--- src/rtl/cpu_pkg.sv ---
// Types and constants shared by the CPU, its program RAM and the RAM program loader.
package cpu_pkg;

  localparam int unsigned WORD_W = 16;
  localparam logic [7:0] SYNC_BYTE_DEFAULT = 8'hA5;

  typedef enum logic [2:0] {
    StIdle,
    StLenHi,
    StLenLo,
    StDataHi,
    StDataLo,
    StCsum,
    StDone,
    StError
  } loader_state_e;

endpackage

--- src/rtl/ram_program_loader.sv ---
// Receives a framed big-endian byte stream and writes 16-bit words into program RAM,
// holding the CPU in reset until the image is complete. Build option: LOADER_CSUM_EN.
module ram_program_loader
  import cpu_pkg::*;
#(
  parameter int unsigned      ADDR_W    = 16,
  parameter logic [ADDR_W-1:0] BASE_ADDR = '0,
  parameter int unsigned      MAX_WORDS = 256,
  parameter logic [7:0]       SYNC_BYTE = SYNC_BYTE_DEFAULT
) (
  input  logic              clk,
  input  logic              reset,
  input  logic [7:0]        in_byte,
  input  logic              in_valid,
  output logic              in_ready,
  input  logic              restart,
  output logic              ram_we,
  output logic [ADDR_W-1:0] ram_waddr,
  output logic [WORD_W-1:0] ram_wdata,
  output logic              cpu_hold,
  output logic              done,
  output logic              error,
  output logic [15:0]       words_loaded
);

`ifdef LOADER_CSUM_EN
  localparam loader_state_e EndState = StCsum;
`else
  localparam loader_state_e EndState = StDone;
`endif

  loader_state_e     state_q, state_d;
  logic              in_ready_q;
  logic              ram_we_q;
  logic [ADDR_W-1:0] ram_waddr_q;
  logic [WORD_W-1:0] ram_wdata_q;
  logic              cpu_hold_q;
  logic              done_q;
  logic              error_q;
  logic [15:0]       words_loaded_q;
  logic [15:0]       length_q;
  logic [7:0]        hi_q;
`ifdef LOADER_CSUM_EN
  logic [7:0]        sum_q;
`endif

  logic        xfer;
  logic [15:0] len_in;
  logic        len_oversize;
  logic        last_word;
  logic        rearm;

  assign xfer         = in_valid && in_ready_q;
  assign len_in       = {length_q[15:8], in_byte};
  assign len_oversize = 32'(len_in) > MAX_WORDS;
  assign last_word    = (words_loaded_q + 16'd1) == length_q;
  assign rearm        = restart && (state_q == StDone || state_q == StError);

  always_comb begin
    state_d = state_q;
    case (state_q)
      StIdle:   if (xfer && in_byte == SYNC_BYTE) state_d = StLenHi;
      StLenHi:  if (xfer) state_d = StLenLo;
      StLenLo: begin
        if (xfer) begin
          if (len_in == 16'd0)   state_d = EndState;
          else if (len_oversize) state_d = StError;
          else                   state_d = StDataHi;
        end
      end
      StDataHi: if (xfer) state_d = StDataLo;
      StDataLo: if (xfer) state_d = last_word ? EndState : StDataHi;
`ifdef LOADER_CSUM_EN
      StCsum:   if (xfer) state_d = (in_byte == sum_q) ? StDone : StError;
`endif
      StDone, StError: if (rearm) state_d = StIdle;
      default:  state_d = StError;
    endcase
  end

  // Status outputs are registered from the next state so they change on the entry edge.
  always_ff @(posedge clk or posedge reset) begin
    if (reset) begin
      state_q        <= StIdle;
      in_ready_q     <= 1'b1;
      ram_we_q       <= 1'b0;
      ram_waddr_q    <= BASE_ADDR;
      ram_wdata_q    <= '0;
      cpu_hold_q     <= 1'b1;
      done_q         <= 1'b0;
      error_q        <= 1'b0;
      words_loaded_q <= '0;
      length_q       <= '0;
      hi_q           <= '0;
`ifdef LOADER_CSUM_EN
      sum_q          <= '0;
`endif
    end else begin
      state_q    <= state_d;
      in_ready_q <= (state_d != StDone) && (state_d != StError);
      cpu_hold_q <= (state_d != StDone);
      done_q     <= (state_d == StDone);
      error_q    <= (state_d == StError);
      ram_we_q   <= 1'b0;

      if (xfer) begin
        case (state_q)
          StIdle: begin
            if (in_byte == SYNC_BYTE) begin
              words_loaded_q <= '0;
`ifdef LOADER_CSUM_EN
              sum_q          <= '0;
`endif
            end
          end
          StLenHi: length_q[15:8] <= in_byte;
          StLenLo: length_q[7:0]  <= in_byte;
          StDataHi: begin
            hi_q <= in_byte;
`ifdef LOADER_CSUM_EN
            sum_q <= sum_q + in_byte;
`endif
          end
          StDataLo: begin
            ram_we_q       <= 1'b1;
            ram_wdata_q    <= {hi_q, in_byte};
            ram_waddr_q    <= BASE_ADDR + ADDR_W'(words_loaded_q);
            words_loaded_q <= words_loaded_q + 16'd1;
`ifdef LOADER_CSUM_EN
            sum_q          <= sum_q + in_byte;
`endif
          end
          default: ;
        endcase
      end

      if (rearm) words_loaded_q <= '0;
    end
  end

  assign in_ready     = in_ready_q;
  assign ram_we       = ram_we_q;
  assign ram_waddr    = ram_waddr_q;
  assign ram_wdata    = ram_wdata_q;
  assign cpu_hold     = cpu_hold_q;
  assign done         = done_q;
  assign error        = error_q;
  assign words_loaded = words_loaded_q;

endmodule

--- config.mk ---
export PLATFORM = sky130hd
export DESIGN_NAME = ram_program_loader
export DESIGN_NICKNAME = d
export VERILOG_FILES = /design/src/rtl/cpu_pkg.sv /design/src/rtl/ram_program_loader.sv
export SDC_FILE = /design/constraint.sdc
export NUM_CORES = 1
export LEC_CHECK = 0
export CORE_ASPECT_RATIO = 0.75
export CORE_UTILIZATION = 57
export DETAILED_ROUTE_END_ITERATION = 10
export GPL_TIMING_DRIVEN = 0
export PLACE_DENSITY = 0.85
export SLEW_MARGIN = 15
export SYNTH_ARGS = -nofsm -noshare
export SYNTH_HDL_FRONTEND = slang
export SYNTH_SLANG_ARGS = --single-unit
--- constraint.sdc ---
create_clock -name clk -period 4.4 [get_ports clk]
set_input_delay 0.88 -clock clk [delete_from_list [all_inputs] [get_ports clk]]
set_output_delay 0.88 -clock clk [all_outputs]
set_load 0.1 [all_outputs]
==> metrics.txt, run 1 <==
gr usage total=0.289; Clock Latency Late Sink=between 300 and 400 ps; routed vias/inst=a little under 6; WP data required=about 3500 ps; critical path's largest stage delay=around 1200 ps; ANT cells=0; initial DRC count=241; syn nets=approximately 410; cell family with most CP delay=buffers and inverters; crit path max fanout=8; Syn. warnings=0; outcome=finished clean; fin cells=between 500 and 600; wire per inst=roughly 17 um; crit path DAT=between 2000 and 2500 ps; Sink Count=80; Fillers=470; Multi-input gate area=~1700 um2; dpl cells=around 550; DR pass1 iterations=5; period utilisation layout=0.684; Slew @ Worst Pin=999 ps; detailed placer's ending HPWL=roughly 6700 um; synth unique cells=59; Setup TNS Final=0 ps; Setup Fix Bufs, Post-CTS=0; grt total ovfl=0; Post-Syn Area=around 3800 um2; CTS H-tree lvls=3; Final #Nets=slightly below 500; CTS tree=built; slew margin rel.=0.332; DRT Wirelength=9490 um; Avg Cell Area, Syn=slightly below 10 um2; maximum clock rate=approximately 330 MHz; port bufs=64; Synth async-reset ratio=1.00; CTS Buf Count=9; DRC Markers=0; PD cells=about 740 nW/um2; RSZ-0062 raised after global routing=false; Clock Tree Root=clkbuf_8; fin. max-slew vios=0; first-pass GRT wire length=around 16000 um; Leakage=about 2.1 nW; share of the synthesized area in the top cell type=0.507; Yosys top cell by area=dfrtp_1; Cells after Synth=399; top cells by area, synth=dfrtp_1, nand2_1, mux2_2, o21ai_0, xnor2_1; Setup-failing EPs final=0; Ports=65; post-synthesis sequential area ratio=0.521; row count=25; PnR Total Power=around 0.0036 W; worst vdd ir=0.000639 V; ys flop type=dfrtp_1; Post-synth EDFFs=0; initial antenna violation count=0; CP bufs+invs=1; crit start category=flip-flop; Die H=73.2 um; crit path time final=roughly 3000 ps; worst path cell trace=clkdlybuf4s50_1; largest net degree at the start of global routing=between 50 and 60; vias in the first global route=approximately 3200; sequential cell area=about 2000 um2; share of cells above drive strength 1=0.119; post-synthesis register bit count=80; Crit. End Element=output pin; Maximum Capacitance Violations=0; CTS hold repair buffers=0; Gates resized, CTS repair=0; Bufs on Longest Clock Path=2; Antenna Nets Post-Route=0; vias=roughly 3300; Area Overhead vs Synth=25.8%; die area=between 7000 and 8000 um2; Final GP Congestion=approximately 0.89; final hold violations=0; chip width=roughly 97 um; slowest CP cell=clkdlybuf4s50_1; Fin Clk Skew=between 8 and 9 ps; Setup CP Type=reg2out; worst min-delay path category=reg2reg; Clock Pin Slew Worst Setup and Hold Paths=80 ps; core region area=6410 um2; Starting Density=0.600
per-layer routing:
| metal | up-vias | share of wire | track usage |
|---|---|---|---|
| li1 | 1536 | - | - |
| met1 | 1609 | 0.45 | 0.401 |
| met2 | 169 | 0.46 | 0.446 |
| met3 | 16 | 0.076 | 0.0651 |
| met4 | 0 | 0.017 | 0.118 |
| met5 | - | 0 | 0 |
cell usage after synthesis (2+ instances only):
library cell	n
nor3_1	4
or2_2	2
o21ai_0	27
and3_1	2
clkbuf_1	14
o31ai_1	5
buf_6	2
dfstp_2	2
xor2_1	4
nand2_1	111
a21oi_1	7
nand4_1	5
inv_1	7
buf_2	2
mux2_2	23
and2_1	3
nor2b_1	3
o41ai_1	3
nand3_1	11
nand4b_1	2
o22ai_1	2
xnor2_1	15
dfrtp_1	78
nor4_1	5
a31oi_1	4
nor2_1	23
final timing paths:
check / cells after the start / slack, ps / start / to
setup / recovery: 1 / 1390 / in_ready$_DFF_PP1_ / in_ready
hold reg to reg: 2 / 470 / hi_q[0]$_DFFE_PP0P_ / ram_wdata[8]$_DFFE_PP0P_
setup reg to reg: 7 / 1650 / words_loaded[0]$_DFFE_PP0P_ / done$_DFF_PP0_
min in group asynchronous: 2 / 870 / reset / ram_waddr[13]$_DFFE_PP0P_
hold / removal: 2 / 470 / hi_q[0]$_DFFE_PP0P_ / ram_wdata[8]$_DFFE_PP0P_
max in group asynchronous: 3 / 2900 / reset / cpu_hold$_DFF_PP1_
kinds of logic after synthesis:
group,count (synthesis),share of synthesized area
adders and majority gates,1,0.00325
xor gates and xnor gates,19,0.0432
muxes,24,0.0699
buffers and inverters,28,0.0354
and+or+nand+nor,183,0.218
AOI/OAI and AO/OA,64,0.109
DFF,80,0.521
per-stage QoR:
| step | utilization | instance area [um2] | hold WS (ps) | setup slack [ps] |
|---|---|---|---|---|
| after floorplan | - | 3850 | 433 | 1420 |
| after global placement | 0.716 | 4590 | 444 | 304 |
| after detailed placement | 0.721 | 4620 | 457 | 996 |
| after CTS | 0.755 | 4840 | 474 | 1380 |
| after global routing | 0.755 | 4840 | 502 | 1180 |
| final | 0.755 | 4840 | 470 | 1390 |
placed cells by master, fill, tap and decap left out, types with 3 or more instances in the layout:
cell             count
nor2b_1              3
a21oi_1              7
clkbuf_8            12
nand2_1            111
dfrtp_1             78
xnor2_1             15
and2_1               3
xor2_1               4
o21ai_0             27
nand3_1             11
nor3_1               4
o31ai_1              5
nand4_1              5
mux2_2              23
clkbuf_1            15
clkdlybuf4s50_1     64
o41ai_1              3
a31oi_1              4
nor2_1              23
nor4_1               5
inv_1                6
final cells by class:
type / count / area share
clock buffer: 12 / 0.0320
multi-input combinational: 291 / 0.353
inverter: 8 / 0.00672
buffer: 20 / 0.0220
sequential: 80 / 0.414
clock inverter: 3 / 0.0134
timing repair buffer: 65 / 0.138
tap: 81 / 0.0209
flip-flops by register name, summed over array words and instances (netlist names):
register	flops
error	1
ram_waddr	16
words_loaded	16
cpu_hold	1
done	1
length_q	16
in_ready	1
hi_q	8
ram_we	1
ram_wdata	16
state_q	3
report_power, final:
| part | internal, W | leakage [nW] | switching [W] |
|---|---|---|---|
| Combinational | 0.000517 | 0.964 | 0.00129 |
| Clock | 0.000347 | 0.112 | 0.000255 |
| Sequential | 0.000974 | 1.04 | 0.000185 |
(Power assumes the default switching activity.)
==> run 2, diff against run 1 <==
--- a/config.mk
+++ b/config.mk
@@ -6,10 +6,10 @@
 export NUM_CORES = 1
 export LEC_CHECK = 0
 export CORE_ASPECT_RATIO = 0.75
-export CORE_UTILIZATION = 57
+export CORE_UTILIZATION = 53
 export DETAILED_ROUTE_END_ITERATION = 10
 export GPL_TIMING_DRIVEN = 0
-export PLACE_DENSITY = 0.85
+export PLACE_DENSITY = 0.8
 export SLEW_MARGIN = 15
 export SYNTH_ARGS = -nofsm -noshare
 export SYNTH_HDL_FRONTEND = slang
==> constraint.sdc (replaced) <==
create_clock -name clk -period 3.08 [get_ports clk]
set_input_delay 0.616 -clock clk [delete_from_list [all_inputs] [get_ports clk]]
set_output_delay 0.616 -clock clk [all_outputs]
set_load 0.1 [all_outputs]
==> run 2 against run 1 <==
Against the previous run: non-clock buffer count stayed put; setup slack worse by 1200 ps; via count shrank 2.8%; wire length fell by 1.8%; global-route usage shrank 1.7 points; utilization is 4.9 points lower; highest routed layer unchanged; total power up 45%; largest power group unchanged.
==> metrics.txt, run 2 (synthesized netlist as in run 1, its figures left out) <==
critical path's largest stage delay=approximately 800 ps; Maximum Capacitance Violations=0; RSZ-0062 raised after global routing=false; PD cells=around 1100 nW/um2; Sink Count=80; WP data required=about 3300 ps; routed vias/inst=between 5 and 6; slew margin rel.=0.328; Starting Density=0.555; sequential power share=0.319; vias in the first global route=slightly above 3000; CTS Buf Count=9; Worst path depth=7; CTS tree=built; cell family with most CP delay=compound AO/OA/AOI/OAI gates; Leakage=approximately 2.1 nW; Final Core Density=0.706; Fin Clk Skew=8.49 ps; slowest CP cell=a21boi_0; DRT Wirelength=9310 um; crit path time final=2880 ps; Antenna Nets Post-Route=0; Clock Latency Late Sink=approximately 360 ps; hold wc startpoint=ram_waddr[10]$_DFFE_PP0P_; DR pass1 iterations=4; gr usage total=0.272; switch share=0.480; CP Launch Point=in_byte[2]; final hold violations=0; Area Overhead vs Synth=27.2%; Bufs on Longest Clock Path=2; part of the power in combinational logic=0.495; Gates resized, CTS repair=0; Setup CP Type=in2reg; initial antenna violation count=0; most common cell after layout, fill and taps aside=nand2_1; CTS H-tree lvls=3; largest net degree at the start of global routing=54; share of cells above drive strength 1=0.123; Final #Nets=between 400 and 500; Setup Fix Bufs, Post-CTS=0; fin cells=578; FF-to-FF path depth=8; Clock Pin Slew Worst Setup and Hold Paths=~80 ps; setup slack, reg-to-reg=440 ps; reg2reg start=state_q[0]$_DFF_PP0_; detailed placer's ending HPWL=approximately 6600 um; most frequent cells in the layout=nand2_1, dfrtp_1, clkdlybuf4s50_1, o21ai_0; CTS hold repair buffers=0; worst path cell trace=clkdlybuf4s50_1 -> and4_1 -> nand3_1 -> a21boi_0 -> clkbuf_1 -> o21ai_0 -> o41ai_1; worst min-delay path category=reg2reg; crit start category=input port; crit path max fanout=10; row count=26; maximum clock rate=approximately 350 MHz; hold depth=2; Die H=75.8 um; vias=3237; first-pass GRT wire length=15400 um; Ports=65; chip width=roughly 100 um; crit path DAT=~3100 ps; Crit. End Element=flip-flop; Slew @ Worst Pin=between 900 and 1000 ps; Pint=approximately 0.0027 W; Clock Tree Root=clkbuf_8; ANT cells=0; die area=about 7600 um2; dpl cells=between 500 and 600; power share of the clock group=0.186; wire per inst=between 15 and 20 um; DRC Markers=0; net switching power=roughly 0.0025 W; CP bufs+invs=2; Final GP Congestion=approximately 0.86; period utilisation layout=0.936; fin. max-slew vios=0; initial DRC count=211; grt total ovfl=0; worst vdd ir=just under 0.0007 V; core region area=about 7000 um2; port bufs=64; outcome=finished clean; Setup-failing EPs final=0
-- run 2: changes by cell type in the layout (fill, tap and decap cells not counted) --
| cell | before | now |
|---|---|---|
| bufinv_16 | 2 | 3 |
| clkbuf_1 | 15 | 14 |
| clkbuf_8 | 12 | 11 |
| clkinv_2 | 1 | 0 |
| clkinv_4 | 0 | 1 |
| clkinvlp_4 | 0 | 1 |
| inv_6 | 0 | 1 |
-- run 2: final cells by class --
type | count | area, um2
plain buffers | 20 | 106
clock buffers | 10 | 138
clock inverters | 6 | 115
fillers | 568 | 2030
inverters | 8 | 32.5
multi-input cells | 291 | 1710
flip-flops and latches | 80 | 2000
well taps | 98 | 123
repair buffers | 65 | 668
-- run 2: final timing paths --
kind	to
setup / recovery	words_loaded[11]$_DFFE_PP0P_
hold / removal	ram_waddr[10]$_DFFE_PP0P_
setup reg to reg	words_loaded[11]$_DFFE_PP0P_
hold reg to reg	ram_waddr[10]$_DFFE_PP0P_
max in group asynchronous	cpu_hold$_DFF_PP1_
min in group asynchronous	ram_we$_DFF_PP0_
-- run 2: worst reg2reg max path: stages (launching register included) --
cell and delay (ps):
dfrtp_1 330, clkbuf_1 330, nor2_1 130, nand3_1 130
nand2_1 60, a21boi_0 790, clkbuf_1 480, o21ai_0 180
o41ai_1 100
-- run 2: power by group through the flow --
stage	clock network (W)	logic (W)	registers (W)
floorplan	0	0.000816	0.00281
global placement	0	0.00251	0.00166
detailed placement	0	0.00255	0.00167
CTS	0.000981	0.00257	0.00165
global route	0.00102	0.00272	0.00169
finish	0.000962	0.00257	0.00165
-- run 2: per-stage QoR --
| stage | hold slack (ps) | setup slack, ps | setup TNS [ps] | area [um2] | power (W) |
|---|---|---|---|---|---|
| after floorplan | 433 | 100 | 0 | 3850 | 0.00362 |
| after global placement | 444 | -743 | -58320 | 4610 | 0.00417 |
| after detailed placement | 460 | -174 | -1080 | 4640 | 0.00422 |
| after CTS | 482 | 193 | 0 | 4890 | 0.00520 |
| after global routing | 504 | 18.3 | 0 | 4890 | 0.00543 |
| final | 475 | 197 | 0 | 4890 | 0.00518 |
-- run 2: per-layer routing --
layer	vias up	part of all wire	track usage
met4	0	0.0085	0.0757
li1	1536	-	-
met2	117	0.45	0.413
met1	1576	0.48	0.382
met3	8	0.062	0.0807
met5	-	0	0
==> run 3, diff against run 2 <==
--- a/config.mk
+++ b/config.mk
@@ -9,7 +9,7 @@
 export CORE_UTILIZATION = 53
 export DETAILED_ROUTE_END_ITERATION = 10
 export GPL_TIMING_DRIVEN = 0
-export PLACE_DENSITY = 0.8
+export PLACE_DENSITY = 0.87
 export SLEW_MARGIN = 15
 export SYNTH_ARGS = -nofsm -noshare
 export SYNTH_HDL_FRONTEND = slang
==> run 3 against run 2 <==
Against the previous run: wire length grew 0.84%; first-iteration DRC count grew 27%; critical endpoint unchanged; clock skew is essentially flat; largest power group unchanged.
==> metrics.txt, run 3 (synthesized netlist as in run 1, its figures left out) <==
outcome=finished clean; crit start category=input port; Antenna Nets Post-Route=0; DR pass1 iterations=4; first-pass GRT wire length=around 15000 um; final hold violations=0; Area Overhead vs Synth=26.3%; crit path DAT=around 3100 ps; sequential power share=0.326; most common cell after layout, fill and taps aside=nand2_1; DRC Markers=0; PD cells=about 1000 nW/um2; setup ws final=167 ps; net switching power=about 0.0025 W; routed vias/inst=between 5 and 6; row count=26; power share of the clock group=0.170; Starting Density=0.555; ANT cells=0; Clock Latency Late Sink=between 300 and 400 ps; detailed placer's ending HPWL=6680 um; maximum clock rate=343 MHz; largest net degree at the start of global routing=53; Ports=65; Die H=between 70 and 80 um; worst min-delay path category=reg2reg; Clock Tree Root=clkbuf_8; Setup CP Type=in2reg; CTS H-tree lvls=3; DRT Wirelength=~9400 um; most frequent cells in the layout=nand2_1, dfrtp_1, clkdlybuf4s50_1, o21ai_0; port bufs=64; initial antenna violation count=0; RSZ-0062 raised after global routing=false; crit path time final=around 2900 ps; switch share=0.485; Final #Nets=488; worst vdd ir=between 0.0006 and 0.0007 V; chip width=about 100 um; die area=7610 um2; Setup TNS Final=0 ps; initial DRC count=roughly 270; grt total ovfl=0; CTS Buf Count=9; Setup-failing EPs final=0; CTS hold repair buffers=0; crit path max fanout=10; Clock Pin Slew Worst Setup and Hold Paths=around 70 ps; Sink Count=80; Pint=0.00263 W; Fin Clk Skew=~8.5 ps; period utilisation layout=0.946; Slew @ Worst Pin=1010 ps; wire per inst=around 16 um; Crit. End Element=flip-flop; slew margin rel.=0.319; part of the power in combinational logic=0.505; CTS tree=built; setup slack, reg-to-reg=slightly above 300 ps; fin. max-slew vios=0; Setup Fix Bufs, Post-CTS=0; Maximum Capacitance Violations=0; vias=3259; core region area=just under 7000 um2; Final GP Congestion=approximately 0.9; Bufs on Longest Clock Path=2; Gates resized, CTS repair=0; Leakage=2.12 nW; share of cells above drive strength 1=0.119; WP data required=between 3000 and 4000 ps; Setup WS pre-CTS=-127 ps; vias in the first global route=~3100; gr usage total=0.270
## run 3: changes by cell type in the layout (fill, tap and decap cells not counted), sizes merged
cell	before	now
clkinvlp	1	0
inv	8	7
bufinv	3	2
clkbuf	25	27
## run 3: path summary, 6_finish.rpt
check	start	cells after the start	end
setup reg to reg	words_loaded[0]$_DFFE_PP0P_	7	done$_DFF_PP0_
setup / recovery	in_byte[2]	7	words_loaded[11]$_DFFE_PP0P_
max in group asynchronous	reset	3	cpu_hold$_DFF_PP1_
hold reg to reg	ram_waddr[10]$_DFFE_PP0P_	2	ram_waddr[10]$_DFFE_PP0P_
min in group asynchronous	reset	2	ram_waddr[12]$_DFFE_PP0P_
hold / removal	ram_waddr[10]$_DFFE_PP0P_	2	ram_waddr[10]$_DFFE_PP0P_
## run 3: area by class of cell
type	instances	area, um2
multi-input combinational	291	1710
timing repair buffer	65	668
clock inverter	3	65.1
buffer	20	106
tap	98	123
sequential	80	2000
inverter	8	32.5
clock buffer	12	155
fill	547	2070
## run 3: layer usage
metal	wire [um]	GRT usage	up-vias
met3	556	0.0578	11
met4	110	0.0934	0
li1	-	-	1517
met1	4420	0.380	1604
met5	0	0	-
met2	4310	0.424	127
## run 3: per-stage QoR
step / util / area, um2 / instances / hold slack, ps / power, W
after floorplan: - / 3850 / 399 / 433 / 0.00362
after global placement: 0.666 / 4610 / 561 / 443 / 0.00416
after detailed placement: 0.670 / 4640 / 562 / 458 / 0.00424
after CTS: 0.702 / 4860 / 577 / 479 / 0.00510
after global routing: 0.702 / 4860 / 577 / 498 / 0.00533
final: 0.702 / 4860 / 577 / 476 / 0.00509
## run 3: power by group through the flow
stage	sequential [W]	combinational, W	clock [W]
final	0.00166	0.00257	0.000864
after global routing	0.00171	0.00272	0.000907
after CTS	0.00166	0.00257	0.000870
after detailed placement	0.00168	0.00256	0
after global placement	0.00166	0.00251	0
after floorplan	0.00281	0.000816	0
## run 3: worst max-delay path, stage by stage
cell and delay, ps:
clkdlybuf4s50_1 580, and4_1 280, nand3_1 90, a21boi_0 810
clkbuf_1 490, o21ai_0 170, o41ai_1 100
==> variant 1: new RTL, settings of run 2 <==
Add a define of `LOADER_CSUM_EN`.
--- a/src/rtl/ram_program_loader.sv
+++ b/src/rtl/ram_program_loader.sv
@@ -1,4 +1,6 @@
 // Receives a framed big-endian byte stream and writes 16-bit words into program RAM,
 // holding the CPU in reset until the image is complete. Build option: LOADER_CSUM_EN.
+`define LOADER_CSUM_EN
+
 module ram_program_loader
   import cpu_pkg::*;
Check against the original RTL: not equivalent (a bounded check fails within 4 cycles, from zero or initial values and one cycle with reset high).
==> variant 1 against run 2 <==
Clock skew is 1.5 ps lower. Critical endpoint is now words_loaded[12]. Final area up 16%. Critical path type unchanged. Largest cell class unchanged. Highest routed layer unchanged. Largest power group unchanged. Sequential power grew 9%. Sequential cell count increased by 8. Wire length increased by 20%. Synthesized area rose by 19%. Setup slack lost 39 ps. Total power up 7.7%. Synthesized cell count rose by 22%.
==> variant 1: results (changes against run 2) <==
run_status:
  status: "finished clean"
pwr:
  leakagePower_nw: 2.57  # +21%
  max-vdd-ir-drop_v: 0.000922  # +36%
logic_synthesis:
  ys_top_cells_by_count: "120 x nand2_1, 86 x dfrtp_1, 32 x o21ai_0, 31 x nor2_1, 23 x mux2_2"
  synthArstFlopShare_pct: 100  # unchanged
  seq_area_frac_synth_pct: 48.3  # -3.8 points
  yosysWarnings: 0  # unchanged
  ys_top_cells_by_area: "dfrtp_1 47%, nand2_1 9.9%, mux2_2 5.7%, o21ai_0 3.5%, xnor2_1 2.7%"
  ys_types: 54  # -8.5%
  syn_area_per_cell_um2: 9.36  # -3.0%
  synth_nets: 509  # +24%
setup_path:
  cpMaxStageDelayCell: "clkdlybuf4s50_1"
  cpPeakStageDelay_ps: 650  # -150 ps
  cp.arrival_ps: 3140  # +30 ps
  cpLargestDelayFamily: "buffers and inverters"
timing:
  clock_skew_ps: 6.98  # -1.52 ps
  slew_headroom_pct: 34.0  # +1.2 points
grt:
  grt_pass1_wl_um: 18000  # +17%
  grt_pass1_vias: 3646  # +20%
  grt_overflow: 0  # unchanged
  grt_usage_pct: 26.8  # -0.33 points
  grt_max_degree: 65  # +20%
layout:
  fin_cells: 673  # +16%
  n_antenna_cell: 0  # unchanged
  nets: 584  # +20%
  num-fill-cells: 650  # +14%
  drive_gt1_share_pct: 12.0  # -0.32 points
drt:
  drt_first_pass_iters: 5  # +1
  routed_wirelength_um: 11200  # +20%
  drt_iter0_drc: 373  # +77%
  via_per_inst: 5.85  # +4.4%
  antenna_left: 0  # unchanged
cts:
  cts_buffers: 9  # unchanged
  post_cts_buffers: 0  # unchanged
  clk_root_buffer_cell: "clkbuf_16"
  clockBufferDepth: 2  # unchanged
  path_clk_slew_ps: 70
  worst_skew_pair.late_latency_ps: 350
  postCtsResizedCells: 0  # unchanged
  htreeDepth: 3  # unchanged
placed_design:
  dpl_cell_area_um2: 5360  # +15%
  port_buffers: 63  # -1.6%
  dp_cells: 657  # +17%
  dp_worst_setup_slack_ps: -99.6  # +74.4 ps
  gp_congestion: 0.866  # +0.63%
  hpwl_um: 7810  # +19%
min_path:
  hp-class: "reg -> reg"
## variant 1: cell count changes after synthesis, moves of 4 or more
| cell | run 2 | this run |
|---|---|---|
| and2_1 | 3 | 7 |
| and3_1 | 2 | 6 |
| buf_2 | 2 | 13 |
| dfrtp_1 | 78 | 86 |
| ha_1 | 1 | 8 |
| nand2_1 | 111 | 120 |
| nand2b_1 | 0 | 7 |
| nor2_1 | 23 | 31 |
| nor4_1 | 5 | 9 |
| o21ai_0 | 27 | 32 |
| o21ai_1 | 0 | 6 |
| xor2_1 | 4 | 8 |
## variant 1: worst min-delay path, cell delays in order (launching register included)
cell and delay [ps]:
dfrtp_1 340, nand2_1 50, nand2_1 50
## variant 1: worst paths after layout
| kind | startpoint | cells past startpoint | end | slack [ps] |
|---|---|---|---|---|
| worst max-delay path | in_byte[4] | 7 | words_loaded[12] | 160 |
| worst min-delay path | hi_q[2] | 2 | ram_wdata[10] | 470 |
| worst max register to register | state_q[1] | 6 | words_loaded[12] | 740 |
| worst min register to register | hi_q[2] | 2 | ram_wdata[10] | 470 |
| max in group asynchronous | reset | 3 | cpu_hold | 1840 |
| min in group asynchronous | reset | 2 | ram_wdata[11] | 590 |
## variant 1: metrics by stage
stage	utilization, %	setup TNS, ps
floorplan	-	0
global placement	65.6	-92880
detailed placement	65.9	-639
CTS	69.6	0
global route	69.6	0
finish	69.6	0
## variant 1: layer usage
metal / wire (µm) / vias up / global-route usage, %
li1: - / 1822 / -
met2: 5040 / 169 / 41.1
met4: 216 / 0 / 8.53
met3: 726 / 23 / 4.79
met1: 5220 / 1921 / 38.9
met5: 0 / - / 0
## variant 1: power by group
| group | total [mW] | switching, mW | internal [mW] | leakage [nW] |
|---|---|---|---|---|
| combinational | 2.69 | 1.84 | 0.850 | 1.29 |
| clock | 1.09 | 0.517 | 0.573 | 0.143 |
| sequential | 1.80 | 0.273 | 1.52 | 1.14 |
## variant 1: area by class of cell
type                       count  area share [%]
sequential                    88            39.0
clock inverter                 7            1.28
buffer                        28            2.17
timing repair buffer          64            11.6
multi-input combinational    361            38.9
tap                          105            2.32
clock buffer                   9            3.98
inverter                      11           0.774
## variant 1: cell families (layout without fill, tap and decap cells)
kind of cell | Yosys count | in the layout | share of synthesized area, %
muxes | 24 | 24 | 5.89
and+or+nand+nor | 223 | 223 | 23.6
DFF | 88 | 88 | 48.3
adders and majority gates | 9 | 9 | 2.63
AOI/OAI and AO/OA | 81 | 81 | 10.8
buffers and inverters | 39 | 119 | 3.59
xor gates and xnor gates | 24 | 24 | 5.26
==> variant 2: new RTL, config.mk and constraints of run 2 <==
Without the edit above. Register the output `error` once more, with the module's reset; this adds one clock of latency there. The other outputs are not delayed to match.
--- a/src/rtl/ram_program_loader.sv
+++ b/src/rtl/ram_program_loader.sv
@@ -145,5 +145,11 @@
   assign cpu_hold     = cpu_hold_q;
   assign done         = done_q;
-  assign error        = error_q;
+  always_ff @(posedge clk or posedge reset) begin
+    if (reset) begin
+      error <= '0;
+    end else begin
+      error <= error_q;
+    end
+  end
   assign words_loaded = words_loaded_q;
 
Formal check against the unedited RTL: not equivalent (a bounded check fails within 4 cycles, from zero or initial values and one cycle with reset high).
==> variant 2 against run 2 <==
Wire length shrank 1.7%. Final area shrank 1.1%. Via count is essentially flat. Count of clock-buffer cells in the layout grew 1. Cell count grew 0.17%. Critical path type is now reg -> reg. Critical endpoint is now done. Sequential cell count grew 1. Synthesized area grew 0.65%. Setup slack gained 150 ps. Non-clock buffer count is the same. Total power shrank 4.8%. Highest routed layer unchanged.
==> variant 2: results (changes against run 2) <==
min_path:
  hp-start: "error_q"
  hold_depth: 0  # -2
  whs_endpoint: "error"
placed_design:
  gp_congestion: 0.881  # +2.4%
  dpl_cell_area_um2: 4670  # +0.54%
  dp_worst_setup_slack_ps: -173  # +0.478 ps
  dp_cells: 563  # +0.18%
  hpwl_um: 6500  # -0.85%
grt:
  grt_pass1_vias: 3080  # +0.95%
  grt_usage_pct: 26.5  # -0.68 points
  grt_pass1_wl_um: 15500  # +1.0%
  grt_max_degree: 56  # +3.7%
cts:
  cts_buffers: 9  # unchanged
  clk_root_buffer_cell: "clkbuf_8"
layout:
  n_antenna_cell: 0  # unchanged
  drive_gt1_share_pct: 12.1  # -0.23 points
run_status:
  status: "finished clean"
setup_path:
  cp.arrival_ps: 3040  # -70 ps
  startpoint: "words_loaded[0]"
  crit_path_end: "done"
  critPathMaxFanout: 8  # -2
  r2r_cells: 7  # -1
  cpLargestDelayFamily: "simple AND/OR/NAND/NOR gates"
  ff2ff_setup_slack_ps: 340  # -100 ps
  cpPeakStageDelay_ps: 520  # -280 ps
drt:
  wl_per_cell_um: 15.8  # -1.9%
  drt_iter0_drc: 243  # +15%
  drt_first_pass_iters: 5  # +1
  via_per_inst: 5.59  # -0.20%
timing:
  clock_skew_ps: 4.37  # -4.13 ps
  slew_headroom_pct: 34.2  # +1.4 points
  timing.hold.ws_ps: 365  # -111 ps
pwr:
  max-vdd-ir-drop_v: 0.000842  # +24%
  leakagePower_nw: 2.11  # -0.95%
logic_synthesis:
  ys_top_cells_by_count: "111 x nand2_1, 79 x dfrtp_1, 27 x o21ai_0, 23 x mux2_2, 23 x nor2_1"
  synth_nets: 413  # +0.24%
  ys_top_cells_by_area: "dfrtp_1 51%, nand2_1 11%, mux2_2 6.7%, o21ai_0 3.5%, xnor2_1 3.4%"
  syn_area_per_cell_um2: 9.68  # +0.40%
  seq_area_frac_synth_pct: 52.4  # +0.31 points
==> variant 2: kinds of logic after synthesis <==
family / after synthesis / synth area share, %
muxes: 24 / 6.94
buffers and inverters: 28 / 3.52
and+or+nand+nor: 183 / 21.7
DFF: 81 / 52.4
adders and majority gates: 1 / 0.323
AOI/OAI and AO/OA: 64 / 10.8
xor gates and xnor gates: 19 / 4.30
==> variant 2: layout make-up <==
class	instances	area [µm²]
inverter	8	32.5
buffer	20	106
timing repair buffer	65	668
fill	541	2090
clock buffer	11	141
sequential	81	2030
clock inverter	5	31.3
tap	98	123
multi-input combinational	291	1710
==> variant 2: report_power, final <==
group          switching (mW)  internal [mW]
Clock                   0.381          0.312
Sequential              0.256           1.41
Combinational            1.84          0.738
Total                    2.48           2.46
==> variant 2: layer usage <==
metal / GRT usage [%] / wire length (µm) / vias up
li1: - / - / 1522
met2: 37.9 / 4120 / 126
met3: 6.97 / 560 / 14
met1: 40.1 / 4370 / 1574
met5: 0 / 0 / -
met4: 6.52 / 102 / 0
